**src/rtl/seg_display_scan.sv**
```systemverilog
// rtl/seg_display_scan.sv - 4-digit multiplexed active-low seven-segment driver
// Latches a hex value plus blank/blink/dp masks and scans digits with a per-slot guard.
module seg_display_scan #(
  parameter int REFRESH_DIV  = 100000,
  parameter int GUARD        = 2,
  parameter int BLINK_FRAMES = 125
) (
  input  logic        clk,
  input  logic        rst,
  input  logic [15:0] digits_in,
  input  logic        load,
  input  logic [3:0]  blank_mask,
  input  logic [3:0]  blink_mask,
  input  logic [3:0]  dp_mask,
  output logic [6:0]  seg,
  output logic        dp,
  output logic [3:0]  an
);

  localparam int SW = $clog2(REFRESH_DIV);
  localparam int FW = (BLINK_FRAMES > 1) ? $clog2(BLINK_FRAMES) : 1;
  localparam logic [SW-1:0] SLOT_LAST  = SW'(REFRESH_DIV - 1);
  localparam logic [SW-1:0] GUARD_CNT  = SW'(GUARD);
  localparam logic [FW-1:0] FRAME_LAST = FW'(BLINK_FRAMES - 1);

  logic [15:0]   data;
  logic [3:0]    blank_r;
  logic [3:0]    blink_r;
  logic [3:0]    dp_r;
  logic [SW-1:0] slot_cnt;
  logic [1:0]    idx;
  logic [FW-1:0] frame_cnt;
  logic          phase;

  logic [3:0] nibble;
  logic       visible;
  logic [6:0] seg_code;

  function automatic logic [6:0] hex_decode(input logic [3:0] v);
    case (v)
      4'h0: hex_decode = 7'h40;
      4'h1: hex_decode = 7'h79;
      4'h2: hex_decode = 7'h24;
      4'h3: hex_decode = 7'h30;
      4'h4: hex_decode = 7'h19;
      4'h5: hex_decode = 7'h12;
      4'h6: hex_decode = 7'h02;
      4'h7: hex_decode = 7'h78;
      4'h8: hex_decode = 7'h00;
      4'h9: hex_decode = 7'h10;
      4'hA: hex_decode = 7'h08;
      4'hB: hex_decode = 7'h03;
      4'hC: hex_decode = 7'h46;
      4'hD: hex_decode = 7'h21;
      4'hE: hex_decode = 7'h06;
      default: hex_decode = 7'h0E;
    endcase
  endfunction

  always_comb begin
    nibble   = data[{idx, 2'b00} +: 4];
    seg_code = hex_decode(nibble);
    visible  = (slot_cnt >= GUARD_CNT) && !blank_r[idx] && !(blink_r[idx] && phase);
  end

  always_ff @(posedge clk or posedge rst) begin
    if (rst) begin
      data      <= '0;
      blank_r   <= '0;
      blink_r   <= '0;
      dp_r      <= '0;
      slot_cnt  <= '0;
      idx       <= '0;
      frame_cnt <= '0;
      phase     <= 1'b0;
      an        <= 4'b1111;
      seg       <= 7'h7F;
      dp        <= 1'b1;
    end else begin
      if (load) begin
        data    <= digits_in;
        blank_r <= blank_mask;
        blink_r <= blink_mask;
        dp_r    <= dp_mask;
      end

      if (slot_cnt == SLOT_LAST) begin
        slot_cnt <= '0;
        idx      <= idx + 2'd1;
        if (idx == 2'd3) begin
          if (frame_cnt == FRAME_LAST) begin
            frame_cnt <= '0;
            phase     <= ~phase;
          end else begin
            frame_cnt <= frame_cnt + 1'b1;
          end
        end
      end else begin
        slot_cnt <= slot_cnt + 1'b1;
      end

      // Pins reflect pre-edge state, giving a fixed one-cycle latency.
      if (visible) begin
        an  <= ~(4'b0001 << idx);
        seg <= seg_code;
        dp  <= ~dp_r[idx];
      end else begin
        an  <= 4'b1111;
        seg <= 7'h7F;
        dp  <= 1'b1;
      end
    end
  end

endmodule

```
**config.mk**
```make
export PLATFORM = sky130hd
export DESIGN_NAME = seg_display_scan
export DESIGN_NICKNAME = d
export VERILOG_FILES = /design/src/rtl/seg_display_scan.sv
export SDC_FILE = /design/constraint.sdc
export NUM_CORES = 1
export LEC_CHECK = 0
export BUFFER_PORTS_ARGS = -buffer_cell sky130_fd_sc_hd__buf_2
export CAP_MARGIN = 20
export CORE_MARGIN = 2
export CORE_UTILIZATION = 40
export CTS_CLUSTER_DIAMETER = 120
export DETAILED_ROUTE_END_ITERATION = 12
export SYNTH_ARGS = -nofsm -noshare
export SYNTH_HDL_FRONTEND = slang
export SYNTH_SLANG_ARGS = --single-unit
```
**constraint.sdc**
```tcl
create_clock -name clk -period 5.04 [get_ports clk]
set_input_delay 0.756 -clock clk [delete_from_list [all_inputs] [get_ports clk]]
set_output_delay 0.756 -clock clk [all_outputs]
set_load 0.05 [all_outputs]
```
==> results of run 1 <==
## area by class of cell
cell class | instances | area, um2 | share of cell area (%)
flip-flops and latches | 67 | 1690 | 44.6
multi-input cells | 187 | 1510 | 40.0
repair buffers | 44 | 225 | 5.94
well taps | 105 | 131 | 3.47
clock buffers | 9 | 124 | 3.27
clock inverters | 7 | 57.6 | 1.52
inverters | 12 | 45.0 | 1.19
## through the flow
| stage | instance area (um2) | cells | power, mW | utilization (%) |
|---|---|---|---|---|
| after global routing | 3790 | 431 | 1.23 | 46.8 |
| after detailed placement | 3610 | 415 | 0.762 | 44.6 |
| after CTS | 3790 | 431 | 1.18 | 46.8 |
| final | 3790 | 431 | 1.16 | 46.8 |
| after global placement | 3610 | 415 | 0.759 | 44.6 |
| after floorplan | 3300 | 274 | 0.724 | - |
## how the worst max path moves through the flow
stage                     startpoint          to
after global routing          idx[0]      seg[4]
after CTS                     idx[0]      seg[4]
after detailed placement      idx[0]      seg[4]
after global placement        idx[0]      seg[4]
final                         idx[0]      seg[4]
after floorplan                  rst  blank_r[0]
## cells in the mapped netlist (3+ instances only)
| library cell | number | area (um2) |
|---|---|---|
| inv_1 | 12 | 45.0 |
| o21ai_0 | 12 | 60.1 |
| a21oi_1 | 3 | 15.0 |
| nor3_1 | 4 | 20.0 |
| mux2_2 | 29 | 327 |
| nor2_1 | 21 | 78.8 |
| nand4_1 | 5 | 31.3 |
| o31ai_1 | 3 | 22.5 |
| nand3_1 | 13 | 65.1 |
| mux2i_1 | 4 | 40.0 |
| mux4_2 | 4 | 90.1 |
| xnor2_1 | 8 | 70.1 |
| dfstp_2 | 12 | 315 |
| mux4_1 | 3 | 78.8 |
| xor2_1 | 13 | 114 |
| dfrtp_1 | 55 | 1380 |
| and3_1 | 3 | 18.8 |
| nand2_1 | 25 | 93.8 |
| ha_1 | 14 | 175 |
| buf_2 | 4 | 20.0 |
## worst reg2reg max path: stages (launching register included)
cell and delay, ns:
dfrtp_1 0.71, mux4_2 0.59, a211oi_2 0.72, o311ai_1 0.22
## registers in the layout, indices dropped and copies added, names as in the netlist
name / count
frame_cnt: 7
slot_cnt: 17
an: 4
idx: 2
seg: 7
dp: 1
blank_r: 4
phase: 1
data: 16
blink_r: 4
dp_r: 4
## cells by family (layout without fill, tap and decap cells)
group	after synthesis	after routing	synth area share [%]
buffers and inverters	20	72	2.99
multiplexers	40	40	16.2
AO/OA/AOI/OAI	27	27	5.49
AND/OR/NAND/NOR	85	85	13.3
XOR/XNOR	21	21	5.57
flip-flops	67	67	51.2
adder cells (fa/ha/maj)	14	14	5.30
## power groups by stage
stage | combinational [mW] | sequential, mW | clock (mW)
after floorplan | 0.0853 | 0.639 | 0
after global placement | 0.156 | 0.603 | 0
after detailed placement | 0.158 | 0.604 | 0
after CTS | 0.159 | 0.593 | 0.427
after global routing | 0.171 | 0.597 | 0.458
final | 0.157 | 0.593 | 0.414
## metal layers
| layer | global-route usage (%) | vias up | share of wire (%) |
|---|---|---|---|
| met4 | 6.52 | 0 | 1.8 |
| met1 | 20.7 | 1039 | 50 |
| met2 | 20.6 | 38 | 44 |
| li1 | - | 1058 | - |
| met3 | 2.95 | 12 | 4.1 |
| met5 | 0 | - | 0 |
==> flow_metrics.env, run 1 <==
export IMPL_clk_pin_slew_ns=0.09
export IMPL_hold_ws_ns=0.352
export IMPL_via_per_inst=4.98
export IMPL_reg2reg_from="idx[0]"
export IMPL_path_class="flip-flop to flip-flop"
export IMPL_die_h_um=94.9
export IMPL_required_ns=5.27
export IMPL_ff2ff_path_depth=3
export IMPL_antenna_cells=0
export IMPL_rsz0062_at_grt="no"
export IMPL_fmax_mhz=426
export IMPL_drt_pass1_iter_count=4
export IMPL_ys_warn_count=0
export IMPL_synthCells=274
export IMPL_core_um2=8090
export IMPL_p_switching_uw=339
export IMPL_syn2layout_area_growth_pct=14.7
export IMPL_path_cells="mux4_2 -> a211oi_2 -> o311ai_1"
export IMPL_vias=2147
export IMPL_syn_area_um2=3300
export IMPL_drc=0
export IMPL_post_cts_resized=0
export IMPL_seqPwrFrac_pct=51.0
export IMPL_switching_share_pct=29.1
export IMPL_grt_overflow=0
export IMPL_io_buffers=42
export IMPL_synth_edff_count=0
export IMPL_finalCriticalPeriod_ns=2.35
export IMPL_synthesis_nets=319
export IMPL_die_area_um2=9000
export IMPL_root_buffer="clkbuf_8"
export IMPL_drt_iter0_drc=90
export IMPL_cts_max_level=3
export IMPL_final_nets=366
export IMPL_crit_fanout=12
export IMPL_relSlewSlack_pct=46.3
export IMPL_avgSynthCellArea_um2=12.1
export IMPL_power_leakage_nw=1.67
export IMPL_synth_seq_area_share_pct=51.2
export IMPL_postRouteAntennaNets=0
export IMPL_finalSetupTns_ns=0
export IMPL_place_congestion=0.783
export IMPL_final_max_slew_viol_count=0
export IMPL_slowest_stage="a211oi_2"
export IMPL_clkPwrFrac_pct=35.6
export IMPL_initial_core_util_pct=40.8
export IMPL_clkSinkCount=67
export IMPL_post_place_ws_ns=2.68
export IMPL_synthFlopType="dfrtp_1"
export IMPL_wl_per_cell_um=13.5
export IMPL_hold_class="primary input to asynchronous set/reset pin"
export IMPL_layout_commonest_cell="dfrtp_1"
export IMPL_cts_hold_buffers=0
export IMPL_clk_latency_ns=0.35
export IMPL_first_global_vias=2025
export IMPL_power_internal_uw=824
export IMPL_ys_types=42
export IMPL_final_cell_mix="55 x dfrtp_1, 42 x buf_2, 29 x mux2_2, 25 x nand2_1, 21 x nor2_1"
export IMPL_r2r_end="seg[4]"
export IMPL_cts_tree="built"
export IMPL_io_pins=43
export IMPL_finalCritPeriodShare_pct=46.5
export IMPL_antenna_found_initial=0
export IMPL_ctsLongestPathBuffers=2
export IMPL_crit_path_start_kind="flip-flop"
export IMPL_die_w_um=94.9
export IMPL_status="finished clean"
export IMPL_hpwl_um=4030
export IMPL_wirelength_um=5810
export IMPL_combPwrFrac_pct=13.5
export IMPL_cpPeakStageDelay_ns=0.72
export IMPL_r2r_setup_slack_ns=2.69
export IMPL_power_density_nw_per_um2=307
export IMPL_tightest_slew_ns=0.805
export IMPL_critPathCaptureType="flip-flop"
export IMPL_n_fill_cell=786
export IMPL_cp_arrival_ns=2.58
export IMPL_cp_top_family="compound AO/OA/AOI/OAI gates"
export IMPL_finalSetupViolations=0
export IMPL_numCtsBuffers=9
export IMPL_grt_pass1_wl_um=9840
export IMPL_ys_async_sr_fraction_pct=100
export IMPL_fp_row_count=33
export IMPL_track_usage_pct=14.3
export IMPL_ys_ff_latch=67
export IMPL_irDropWorstVdd_mv=0.171
export IMPL_post_cts_buffers=0
export IMPL_drive_gt1_share_pct=35.3
export IMPL_crit_cells=3
export IMPL_fin_skew_ns=0.0143
export IMPL_layout_setup_ws_ns=2.69
export IMPL_maxCapViolCount=0
export IMPL_critPathBufInv=0
export IMPL_grt_max_degree=55
export IMPL_hold_viol=0
Power figures use the tool's default switching activity.
==> run 2, diff against run 1 <==
==> constraint.sdc (replaced) <==
create_clock -name clk -period 2.35 [get_ports clk]
set_input_delay 0.3525 -clock clk [delete_from_list [all_inputs] [get_ports clk]]
set_output_delay 0.3525 -clock clk [all_outputs]
set_load 0.05 [all_outputs]
==> flow_metrics.env, run 2 (synthesis gave the netlist of run 1 again) <==
export IMPL_r2r_setup_slack_ns=0.34
export IMPL_required_ns=2.60
export IMPL_path_cells="mux4_1 -> inv_1 -> ha_1 -> inv_1 -> o311ai_1"
export IMPL_gr_usage_met1_pct=21.2
export IMPL_clk_pin_slew_ns=0.08
export IMPL_slowest_stage="mux4_1"
export IMPL_wl_per_cell_um=14.0
export IMPL_ctsLongestPathBuffers=2
export IMPL_grt_met3_usage_pct=2.63
export IMPL_numCtsBuffers=9
export IMPL_layout_setup_ws_ns=0.338
export IMPL_die_h_um=94.9
export IMPL_first_global_vias=2138
export IMPL_clk_latency_ns=0.34
export IMPL_antenna_found_initial=0
export IMPL_finalSetupViolations=0
export IMPL_place_congestion=0.801
export IMPL_r2r_end="seg[4]"
export IMPL_ff2ff_path_depth=5
export IMPL_status="finished clean"
export IMPL_finalCritPeriodShare_pct=85.6
export IMPL_cts_hold_buffers=0
export IMPL_via_per_inst=4.99
export IMPL_wirelength_um=6060
export IMPL_grt_max_degree=68
export IMPL_critPathBufInv=2
export IMPL_root_buffer="clkbuf_8"
export IMPL_rsz0062_at_grt="no"
export IMPL_final_nets=369
export IMPL_hpwl_um=4340
export IMPL_power_density_nw_per_um2=655
export IMPL_cp_top_family="multiplexers"
export IMPL_fin_skew_ns=0.0105
export IMPL_finalCriticalPeriod_ns=2.01
export IMPL_fp_row_count=33
export IMPL_cpPeakStageDelay_ns=0.70
export IMPL_finalSetupTns_ns=0
export IMPL_fmax_mhz=497
export IMPL_final_util_pct=47.3
export IMPL_power_leakage_nw=1.69
export IMPL_syn2layout_area_growth_pct=15.8
export IMPL_postRouteAntennaNets=0
export IMPL_post_cts_buffers=0
export IMPL_io_buffers=42
export IMPL_antenna_cells=0
export IMPL_final_max_slew_viol_count=0
export IMPL_grt_overflow=0
export IMPL_reg_largest_list="slot_cnt (17), data (16)"
export IMPL_layout_commonest_cell="dfrtp_1"
export IMPL_cp_arrival_ns=2.26
export IMPL_irDropWorstVdd_mv=0.294
export IMPL_largest_reg_flops=17
export IMPL_maxCapViolCount=0
export IMPL_vias=2165
export IMPL_top_usage_layer="met2"
export IMPL_drt_pass1_iter_count=4
export IMPL_initial_core_util_pct=40.8
export IMPL_die_w_um=94.9
export IMPL_io_pins=43
export IMPL_path_common_cell="inv_1"
export IMPL_final_cell_mix="55 x dfrtp_1, 42 x buf_2, 29 x mux2_2, 25 x nand2_1, 21 x nor2_1"
export IMPL_core_um2=8090
export IMPL_die_area_um2=9000
export IMPL_track_usage_pct=15.1
export IMPL_tightest_slew_ns=0.642
export IMPL_hold_class="primary input to asynchronous set/reset pin"
export IMPL_relSlewSlack_pct=57.2
export IMPL_reg2reg_from="idx[0]"
export IMPL_post_cts_resized=0
export IMPL_cts_max_level=3
export IMPL_drc=0
export IMPL_final_area_um2=3830
export IMPL_crit_path_start_kind="flip-flop"
export IMPL_use_met2_pct=23.0
export IMPL_path_class="flip-flop to flip-flop"
export IMPL_drive_gt1_share_pct=35.9
export IMPL_clkSinkCount=67
export IMPL_drt_iter0_drc=127
export IMPL_hold_viol=0
export IMPL_hold_ws_ns=0.0686
export IMPL_cts_tree="built"
export IMPL_critPathCaptureType="flip-flop"
export IMPL_placed_cell_area_um2=3640
export IMPL_largest_register="slot_cnt"
export IMPL_grt_pass1_wl_um=10400
export IMPL_post_place_ws_ns=0.352
export IMPL_crit_fanout=6
run 2: power by group:
| group | total [mW] | switching (mW) | internal [mW] |
|---|---|---|---|
| Clock | 0.889 | 0.490 | 0.398 |
| Sequential | 1.27 | 0.0361 | 1.24 |
| Combinational | 0.343 | 0.206 | 0.137 |
| Total | 2.51 | 0.732 | 1.77 |
run 2: stage by stage:
| step | std cells | power, mW |
|---|---|---|
| floorplan | 274 | 1.55 |
| global placement | 418 | 1.64 |
| detailed placement | 418 | 1.64 |
| CTS | 434 | 2.55 |
| global route | 434 | 2.63 |
| finish | 434 | 2.51 |
run 2: area by class of cell:
type	instances	area, um2
Sequential cell	67	1690
Fill cell	783	4270
Clock buffer	9	124
Timing Repair Buffer	47	260
Inverter	12	45.0
Clock inverter	7	60.1
Multi-Input combinational cell	187	1510
Tap cell	105	131
run 2: worst max-delay path by stage:
stage / end / slack, ns / start / cells past startpoint
after CTS: seg[4] / 0.34 / idx[0] / 5
after detailed placement: seg[4] / 0.35 / idx[0] / 5
after floorplan: blank_r[0] / 0.33 / rst / 1
after global routing: seg[3] / 0.23 / idx[0] / 6
after global placement: seg[4] / 0.45 / idx[0] / 5
final: seg[4] / 0.34 / idx[0] / 5
run 2: worst min-delay path: stages:
cell and delay, ns:
buf_2 0.10, inv_2 0.06, buf_12 0.29
run 2: routing by layer:
layer  up-vias  routed length (um)
met5         -                   0
met4         0                  74
met3         6                 175
met2        39                2760
met1      1047                3050
li1       1073                   -
